--- src/rtl/muldiv_unit.sv ---
// Iterative RV32M multiply/divide unit: shift-add multiply and restoring divide,
// one bit per cycle, with sign fix-up in a final cycle before the done pulse.
module muldiv_unit #(
  parameter int DATA_WIDTH = 32
) (
  input  logic                  clk,
  input  logic                  reset,
  input  logic                  start,
  input  logic [2:0]            funct3,
  input  logic [DATA_WIDTH-1:0] SrcA,
  input  logic [DATA_WIDTH-1:0] SrcB,
  output logic                  busy,
  output logic                  done,
  output logic [DATA_WIDTH-1:0] Result,
  output logic [1:0]            state_dbg
);

  // Handshake: start is taken only in IDLE while done is low; busy is high from
  // the edge that accepts start until the done cycle; done is a one-cycle pulse
  // with Result valid alongside it, and Result then holds until the next done.

  localparam int W  = DATA_WIDTH;
  localparam int CW = $clog2(W + 1);
  localparam logic [W-1:0] MIN_NEG  = {1'b1, {(W-1){1'b0}}};
  localparam logic [W-1:0] ALL_ONES = {W{1'b1}};

  typedef enum logic [1:0] {IDLE, CALC, FIX, DONE} state_t;

  state_t        state;
  logic [2:0]    op;
  logic [W-1:0]  a_mag;
  logic [W-1:0]  b_mag;
  logic [W-1:0]  acc_hi;
  logic [W-1:0]  acc_lo;
  logic [CW-1:0] cnt;
  logic          neg_q;
  logic          neg_r;

  logic          is_div;
  logic          signed_a;
  logic          signed_b;
  logic          sign_a_in;
  logic          sign_b_in;
  logic [W-1:0]  a_mag_in;
  logic [W-1:0]  b_mag_in;
  logic          div_zero;
  logic          div_ovf;
  logic [W-1:0]  special_result;

  logic [W:0]    mul_sum;
  logic [W:0]    div_shift;
  logic          div_ge;
  logic [W-1:0]  div_diff;

  logic [2*W-1:0] prod_full;
  logic [2*W-1:0] prod_fix;
  logic [W-1:0]   quo_fix;
  logic [W-1:0]   rem_fix;
  logic [W-1:0]   fix_result;

  assign state_dbg = state;

  // Input decode: signedness, magnitudes and the cases that skip the iteration.
  always_comb begin
    is_div         = funct3[2];
    signed_a       = 1'b0;
    signed_b       = 1'b0;
    case (funct3)
      3'b000, 3'b001, 3'b100, 3'b110: begin
        signed_a = 1'b1;
        signed_b = 1'b1;
      end
      3'b010:  signed_a = 1'b1;
      default: ;
    endcase
    sign_a_in      = signed_a & SrcA[W-1];
    sign_b_in      = signed_b & SrcB[W-1];
    a_mag_in       = sign_a_in ? -SrcA : SrcA;
    b_mag_in       = sign_b_in ? -SrcB : SrcB;
    div_zero       = is_div && (SrcB == '0);
    div_ovf        = is_div && !funct3[0] && (SrcA == MIN_NEG) && (SrcB == ALL_ONES);
    special_result = '0;
    if (div_zero)
      special_result = funct3[1] ? SrcA : ALL_ONES;
    else if (div_ovf)
      special_result = funct3[1] ? '0 : MIN_NEG;
  end

  // One iteration step for each operation class.
  always_comb begin
    mul_sum   = {1'b0, acc_hi} + {1'b0, (acc_lo[0] ? a_mag : '0)};
    div_shift = {acc_hi, acc_lo[W-1]};
    div_ge    = (div_shift >= {1'b0, b_mag});
    div_diff  = div_shift[W-1:0] - b_mag;
  end

  always_comb begin
    prod_full  = {acc_hi, acc_lo};
    prod_fix   = neg_q ? -prod_full : prod_full;
    quo_fix    = neg_q ? -acc_lo : acc_lo;
    rem_fix    = neg_r ? -acc_hi : acc_hi;
    fix_result = '0;
    case (op)
      3'b000:                 fix_result = prod_fix[W-1:0];
      3'b001, 3'b010, 3'b011: fix_result = prod_fix[2*W-1:W];
      3'b100, 3'b101:         fix_result = quo_fix;
      default:                fix_result = rem_fix;
    endcase
  end

  always_ff @(posedge clk) begin
    if (reset) begin
      state  <= IDLE;
      op     <= '0;
      a_mag  <= '0;
      b_mag  <= '0;
      acc_hi <= '0;
      acc_lo <= '0;
      cnt    <= '0;
      neg_q  <= 1'b0;
      neg_r  <= 1'b0;
      busy   <= 1'b0;
      done   <= 1'b0;
      Result <= '0;
    end else begin
      done <= 1'b0;
      case (state)
        IDLE: begin
          // done still high here means this is the done cycle: ignore start.
          if (start && !done) begin
            op    <= funct3;
            neg_q <= sign_a_in ^ sign_b_in;
            neg_r <= sign_a_in;
            busy  <= 1'b1;
            if (div_zero || div_ovf) begin
              Result <= special_result;
              state  <= DONE;
            end else begin
              a_mag  <= a_mag_in;
              b_mag  <= b_mag_in;
              acc_hi <= '0;
              acc_lo <= is_div ? a_mag_in : b_mag_in;
              cnt    <= CW'(W);
              state  <= CALC;
            end
          end
        end
        CALC: begin
          if (op[2]) begin
            acc_hi <= div_ge ? div_diff : div_shift[W-1:0];
            acc_lo <= {acc_lo[W-2:0], div_ge};
          end else begin
            acc_hi <= mul_sum[W:1];
            acc_lo <= {mul_sum[0], acc_lo[W-1:1]};
          end
          cnt <= cnt - CW'(1);
          if (cnt == CW'(1))
            state <= FIX;
        end
        FIX: begin
          Result <= fix_result;
          state  <= DONE;
        end
        DONE: begin
          done  <= 1'b1;
          busy  <= 1'b0;
          state <= IDLE;
        end
        default: state <= IDLE;
      endcase
    end
  end

endmodule

--- config.mk ---
export PLATFORM = sky130hd
export DESIGN_NAME = muldiv_unit
export DESIGN_NICKNAME = d
export VERILOG_FILES = /design/src/rtl/muldiv_unit.sv
export SDC_FILE = /design/constraint.sdc
export NUM_CORES = 1
export LEC_CHECK = 0
export BUFFER_PORTS_ARGS = -buffer_cell sky130_fd_sc_hd__buf_2
export CAP_MARGIN = 40
export CORE_MARGIN = 2
export CORE_UTILIZATION = 30
export CTS_BUF_LIST = sky130_fd_sc_hd__clkbuf_8 sky130_fd_sc_hd__clkbuf_16
export CTS_CLUSTER_SIZE = 16
export DETAILED_ROUTE_END_ITERATION = 12
export GPL_TIMING_DRIVEN = 0
export HOLD_SLACK_MARGIN = 0.02
export PLACE_DENSITY = 0.45
export SYNTH_ARGS = -nofsm -noshare
export SYNTH_HDL_FRONTEND = slang
export SYNTH_SLANG_ARGS = --single-unit
--- constraint.sdc ---
create_clock -name clk -period 4.5 [get_ports clk]
set_input_delay 0.45 -clock clk [delete_from_list [all_inputs] [get_ports clk]]
set_output_delay 0.45 -clock clk [all_outputs]
set_load 0.1 [all_outputs]
# Yosys cells after proc, flatten, opt, wreduce, memory -nomap -nowiden
# Index checks and enable logic that the tools add are counted.
op_classes:
  addsub: 8
  magnitude_cmp: 1
  eq_ne: 19
  mux: 36
  bitwise: 4
  n_reduce_logical: 25
ops:
  columns: ["cell", "count"]
  rows:
  - ["two-way mux 32 bit", 19]
  - ["case mux 32 bit (2 select lines)", 3]
  - ["negator 32 bit", 4]
  - ["case mux 32 bit (3 select lines)", 1]
  - ["equality test 32 bit (second input constant)", 2]
  - ["two-way mux 64 bit", 1]
  - ["negator 64 bit", 1]
  - ["adder 32 x 32 -> 33 bit", 1]
  - [">= comparator 33 x 32 -> 1 bit", 1]
  - ["zero test 32 bit", 1]
  - ["subtractor 32 bit", 1]
  - ["equality test 3 bit (second input constant)", 4]
  - ["two-way mux 6 bit", 2]
  - ["case mux 6 bit (2 select lines)", 1]
  - ["equality test 3 x 2 -> 1 bit (second input constant)", 3]
  - ["AND reduction 3 bit", 3]
  - ["inequality test 2 bit (second input constant)", 4]
  - ["case mux 2 bit (4 select lines)", 1]
  - ["equality test 3 x 1 -> 1 bit (second input constant)", 2]
  - ["equality test 6 x 1 -> 1 bit (second input constant)", 1]
  - ["zero test 3 bit", 2]
  - ["two-way mux 2 bit", 3]
  - ["AND reduction 2 bit", 3]
  - ["nonzero test 2 bit", 3]
  - ["other kinds (16)", 26]
totals:
  register_bits: 175
  in_bits: 70
  output_inout_bits: 36
  elab_cells: 105

# Longest topological paths before layout
logic_depth:
  ltp_word: 9
  depth_mapped: 15
  mapped_depth_nobuf: 13

# Least setup slack after synthesis
# OpenSTA, ideal clock, no wires.
synth_timing:
  path_type: "reg2reg"
  startpoint: "register acc_hi[20]"
  endpoint: "register Result[31]"
  setup_ps: 128
  arrival_time_ps: 3206
  t_required_ps: 4372
  slack_ps: 1167
  path_stages_with_launch: 12
  synth_period_minus_slack_ps: 3333
  path_cell_list: "dfxtp_1 -> buf_2 -> or4_4 -> or4_1 -> buf_2 -> or4_4 -> o31ai_1 -> xnor2_1 -> o221ai_1 -> or4_1 -> a22oi_1 -> nor2_1"
synth_between:
  elab_chain_cells: 4
  word_cells_on_any_way: 6
  classes_between: "2 x add/sub; 4 x mux"
synth_rtl:
  columns: ["element", "line_no", "text"]
  rows:
  - ["from (decl)", "33", "logic [W-1:0] acc_hi;"]
  - ["from (signal assigned)", "150", "acc_hi <= div_ge ? div_diff : div_shift[W-1:0];"]
  - ["from (signal assigned)", "153", "acc_hi <= mul_sum[W:1];"]
  - ["negator 64 bit / negator 32 bit (equally long branches)", "99, 101", null]
  - ["two-way mux 64 bit / two-way mux 32 bit (equally long branches)", "99, 101", null]
  - ["case mux 32 bit (3 select lines) (*)", "103", "case (op)"]
  - ["case mux 32 bit (2 select lines) (*)", "127", "case (state)"]
  - ["to (signal assigned)", "136", "Result <= special_result;"]
  - ["to (signal assigned)", "161", "Result <= fix_result;"]
  - ["to (decl)", "14", "output logic [DATA_WIDTH-1:0] Result,"]
# Mark *: on every way between the ends. The rest lies on a longest branch, timed or not.
# A chain may end at the register's enable or synchronous reset.

# Worst setup path in the final report
layout_timing:
  startpoint: "register acc_lo[9]"
  endpoint: "register Result[31]"
layout_between:
  elab_chain_cells: 4
  word_cells_on_any_way: 6
  classes_between: "2 x add/sub; 4 x mux"
layout_rtl:
  columns: ["element", "line_no", "text"]
  rows:
  - ["from (decl)", "34", "logic [W-1:0] acc_lo;"]
  - ["from (signal assigned)", "142", "acc_lo <= is_div ? a_mag_in : b_mag_in;"]
  - ["from (signal assigned)", "151", "acc_lo <= {acc_lo[W-2:0], div_ge};"]
  - ["from (signal assigned)", "154", "acc_lo <= {mul_sum[0], acc_lo[W-1:1]};"]
  - ["negator 64 bit / negator 32 bit (equally long branches)", "99, 100", null]
  - ["two-way mux 64 bit / two-way mux 32 bit (equally long branches)", "99, 100", null]
  - ["case mux 32 bit (3 select lines) (*)", "103", null]
  - ["case mux 32 bit (2 select lines) (*)", "127", null]
# Marks and branches as above.

==> flow_metrics.env <==
export IMPL_status="complete, no violations"
export IMPL_cts_tree="yes"
export IMPL_synth_fp_nets=2289
export IMPL_vias_per_cell=5.90
export IMPL_multi_input_area_um2=11300
export IMPL_regArea_um2=3500
export IMPL_ys_dominant_reg_cell="dfxtp_1"
export IMPL_clkSlewWorstSetupHoldPaths_ns=0.08
export IMPL_cp_start_kind="flip-flop"
export IMPL_maxCapViolCount=0
export IMPL_synth_simple_gate_area_share_pct=22.0
export IMPL_dp_hpwl_mm=66.4
export IMPL_gp_congestion=0.989
export IMPL_synth_area_leaders="dfxtp_1 22%, ha_1 6.0%, nor2_1 5.7%, xnor2_1 5.3%, xor2_1 5.2%"
export IMPL_nNetsFinal=2423
export IMPL_cts_buffers=17
export IMPL_synth_compound_area_share_pct=27.9
export IMPL_final_util_pct=34.5
export IMPL_slowest_stage="or4_1"
export IMPL_gr_usage_all_layers_pct=29.5
export IMPL_critical_path_arrival_ns=4.66
export IMPL_cts_setup_buffers=0
export IMPL_cp_max_fo=8
export IMPL_place_port_buffers=103
export IMPL_grt_max_degree=18
export IMPL_antenna_found_initial=2
export IMPL_maxSlewViolCount=0
export IMPL_postRouteAntennaNets=0
export IMPL_rrSetupSlack_ns=0.22
export IMPL_synth_top_family_by_area="compound AO/OA/AOI/OAI gates"
export IMPL_synth_edf_count=0
export IMPL_cts_hold_buf=0
export IMPL_synth_cells=2142
export IMPL_synthDistinctLibCells=80
export IMPL_clkSinkCount=175
export IMPL_crit_chain="clkbuf_1, or4_1, nor3_1, nand4_1, or2_1, clkbuf_1, nor3_2, nor3_1, or4_1, a22oi_1, nor2_1"
export IMPL_power_density_nw_per_um2=530
export IMPL_ys_ff_latch=175
export IMPL_holdPathStages=3
export IMPL_min_period_ns=4.28
export IMPL_nFillCells=5714
export IMPL_grt_pass1_vias=16410
export IMPL_post_cts_resized=0
export IMPL_h_tree_depth=4
export IMPL_avgSynthCellArea_um2=7.32
export IMPL_grt_first_pass_wirelength_mm=115
export IMPL_wl_mm=80.8
export IMPL_power_static_leakage_nw=6.76
export IMPL_clk_latency_ns=0.52
export IMPL_r2r_start="acc_lo[9]"
export IMPL_wl_per_cell_um=27.2
export IMPL_worstHoldStart="funct3[0]"
export IMPL_die_area_um2=54100
export IMPL_cts_path_max_buffers=2
export IMPL_max_slew_margin_pct=37.4
export IMPL_die_w_um=233
export IMPL_synthAdderAreaFrac_pct=6.24
export IMPL_fin_cells=2969
export IMPL_cp_required_ns=4.88
export IMPL_hold_viol=0
export IMPL_muxShareOfSynthArea_pct=5.24
export IMPL_rows=83
export IMPL_synth_xor_area_share_pct=10.4
export IMPL_ir_drop_mv=0.327
export IMPL_start_util_pct=30.4
export IMPL_post_route_period_util_pct=95.0
export IMPL_dr_pass1_iters=6
export IMPL_cp_slowest_stage_delay_ns=0.63
export IMPL_synthMostInstantiatedCell="nor2_1"
export IMPL_ys_warn_count=0
export IMPL_clock_skew_ns=0.0256
export IMPL_rr_endpoint="Result[31]"
export IMPL_yosys_top_cells_count="236 x nor2_1, 181 x nand2_1, 175 x dfxtp_1"
export IMPL_synth_area_um2=15700
export IMPL_cts_root_buf="clkbuf_16"
export IMPL_yosysSeqAreaShare_pct=22.4
export IMPL_drt_iter0_markers=1822
export IMPL_fin_setup_tns_ns=0
export IMPL_setup_viol=0
export IMPL_min_to="op[0]"
export IMPL_max_freq_mhz=234
export IMPL_antenna_cells=0
export IMPL_hp_class="in2reg"
export IMPL_end_kind="flip-flop"
export IMPL_coreArea_um2=51500
export IMPL_drc_errors=0
export IMPL_io_pins=106
export IMPL_synth_top_area_cell="dfxtp_1"
export IMPL_worst_pin_slew_ns=0.932
export IMPL_vias=17524
export IMPL_place_inst=2938
export IMPL_synth_top_cell_area_share_pct=22.4
export IMPL_rsz0062_at_grt="false"
export IMPL_dieHeight_um=233
export IMPL_layout_drive_gt1_share_pct=8.61
export IMPL_path_class="reg2reg"
export IMPL_overflow=0
export IMPL_synthToLayoutAreaGrowth_pct=13.3
export IMPL_async_flop_share_pct=0
export IMPL_rr_worst_depth=11
state kept, by name (all words and copies together) (netlist names), 2 cells and up:
| signal | flops |
|---|---|
| acc_lo | 32 |
| state_dbg | 2 |
| op | 3 |
| b_mag | 32 |
| Result | 32 |
| cnt | 6 |
| a_mag | 32 |
| acc_hi | 32 |
how the worst max path moves through the flow:
| stage | start | cells past startpoint | endpoint | slack (ns) |
|---|---|---|---|---|
| 6_report | acc_lo[9] | 11 | Result[31] | 0.22 |
| 5_1_grt | acc_lo[2] | 11 | Result[31] | 0.05 |
| 4_1_cts | acc_lo[0] | 15 | acc_hi[25] | 0.19 |
| 3_5_place_dp | SrcA[27] | 12 | acc_hi[27] | -0.02 |
| 3_3_place_gp | SrcA[27] | 9 | Result[3] | -0.69 |
| 2_1_floorplan | acc_hi[20] | 11 | Result[31] | 1.17 |
critical path, delay by kind of cell (launching register included):
kind | cells | cell delay [ns]
AND/OR/NAND/NOR | 8 | 3.15
buffers and inverters | 2 | 0.49
flip-flops | 1 | 0.30
AO/OA/AOI/OAI | 1 | 0.18
final cells by class:
class / count / share of cell area, %
clock inverters: 14 / 0.838
well taps: 680 / 4.79
multi-input cells: 1731 / 63.4
repair buffers: 116 / 3.63
inverters: 72 / 1.52
plain buffers: 163 / 3.60
clock buffers: 18 / 2.47
flip-flops and latches: 175 / 19.7
logic make-up (layout without fill, tap and decap cells):
logic type | Yosys count | count (layout)
simple gates | 716 | 716
flops | 175 | 175
fa+ha+maj | 77 | 77
xor+xnor | 187 | 187
compound gates | 670 | 670
mux | 81 | 81
buf+inv | 236 | 383
through the flow:
step	cell area, µm²	hold WS [ns]	total power (W)	setup WS (ns)
finish	17800	0.284	0.00941	0.223
global route	17800	0.302	0.00989	0.0530
CTS	17800	0.253	0.00929	0.190
detailed placement	17200	0.449	0.00768	-0.0242
global placement	17000	0.442	0.00764	-0.693
floorplan	15700	0.432	0.00582	1.17
metal layers:
layer	global-route usage (%)	wire length [µm]	share of wire, %	up-vias
met5	0	27	0.033	-
met4	10.8	2760	3.4	4
met3	5.82	6320	7.8	120
met2	43.7	33900	42	770
met1	42.1	37800	47	8527
li1	-	-	-	8103
cell usage in the layout, fill, tap and decap left out, drive strengths merged, types with 75 or more instances in the layout:
cell type  count
a211oi        94
a21oi        141
buf          133
clkbuf       164
dfxtp        175
ha            75
inv           78
nand2        181
nor2         236
o21ai        149
xnor2         94
xor2          93
where the power goes:
part	internal (W)	switching, W	total (W)	leakage [nW]
clock	0.000796	0.000811	0.00161	0.286
combinational	0.00163	0.00388	0.00551	5.04
sequential	0.00192	0.000374	0.00229	1.43
total	0.00434	0.00507	0.00941	6.76
No activity file was read; power rests on OpenSTA's default activity.
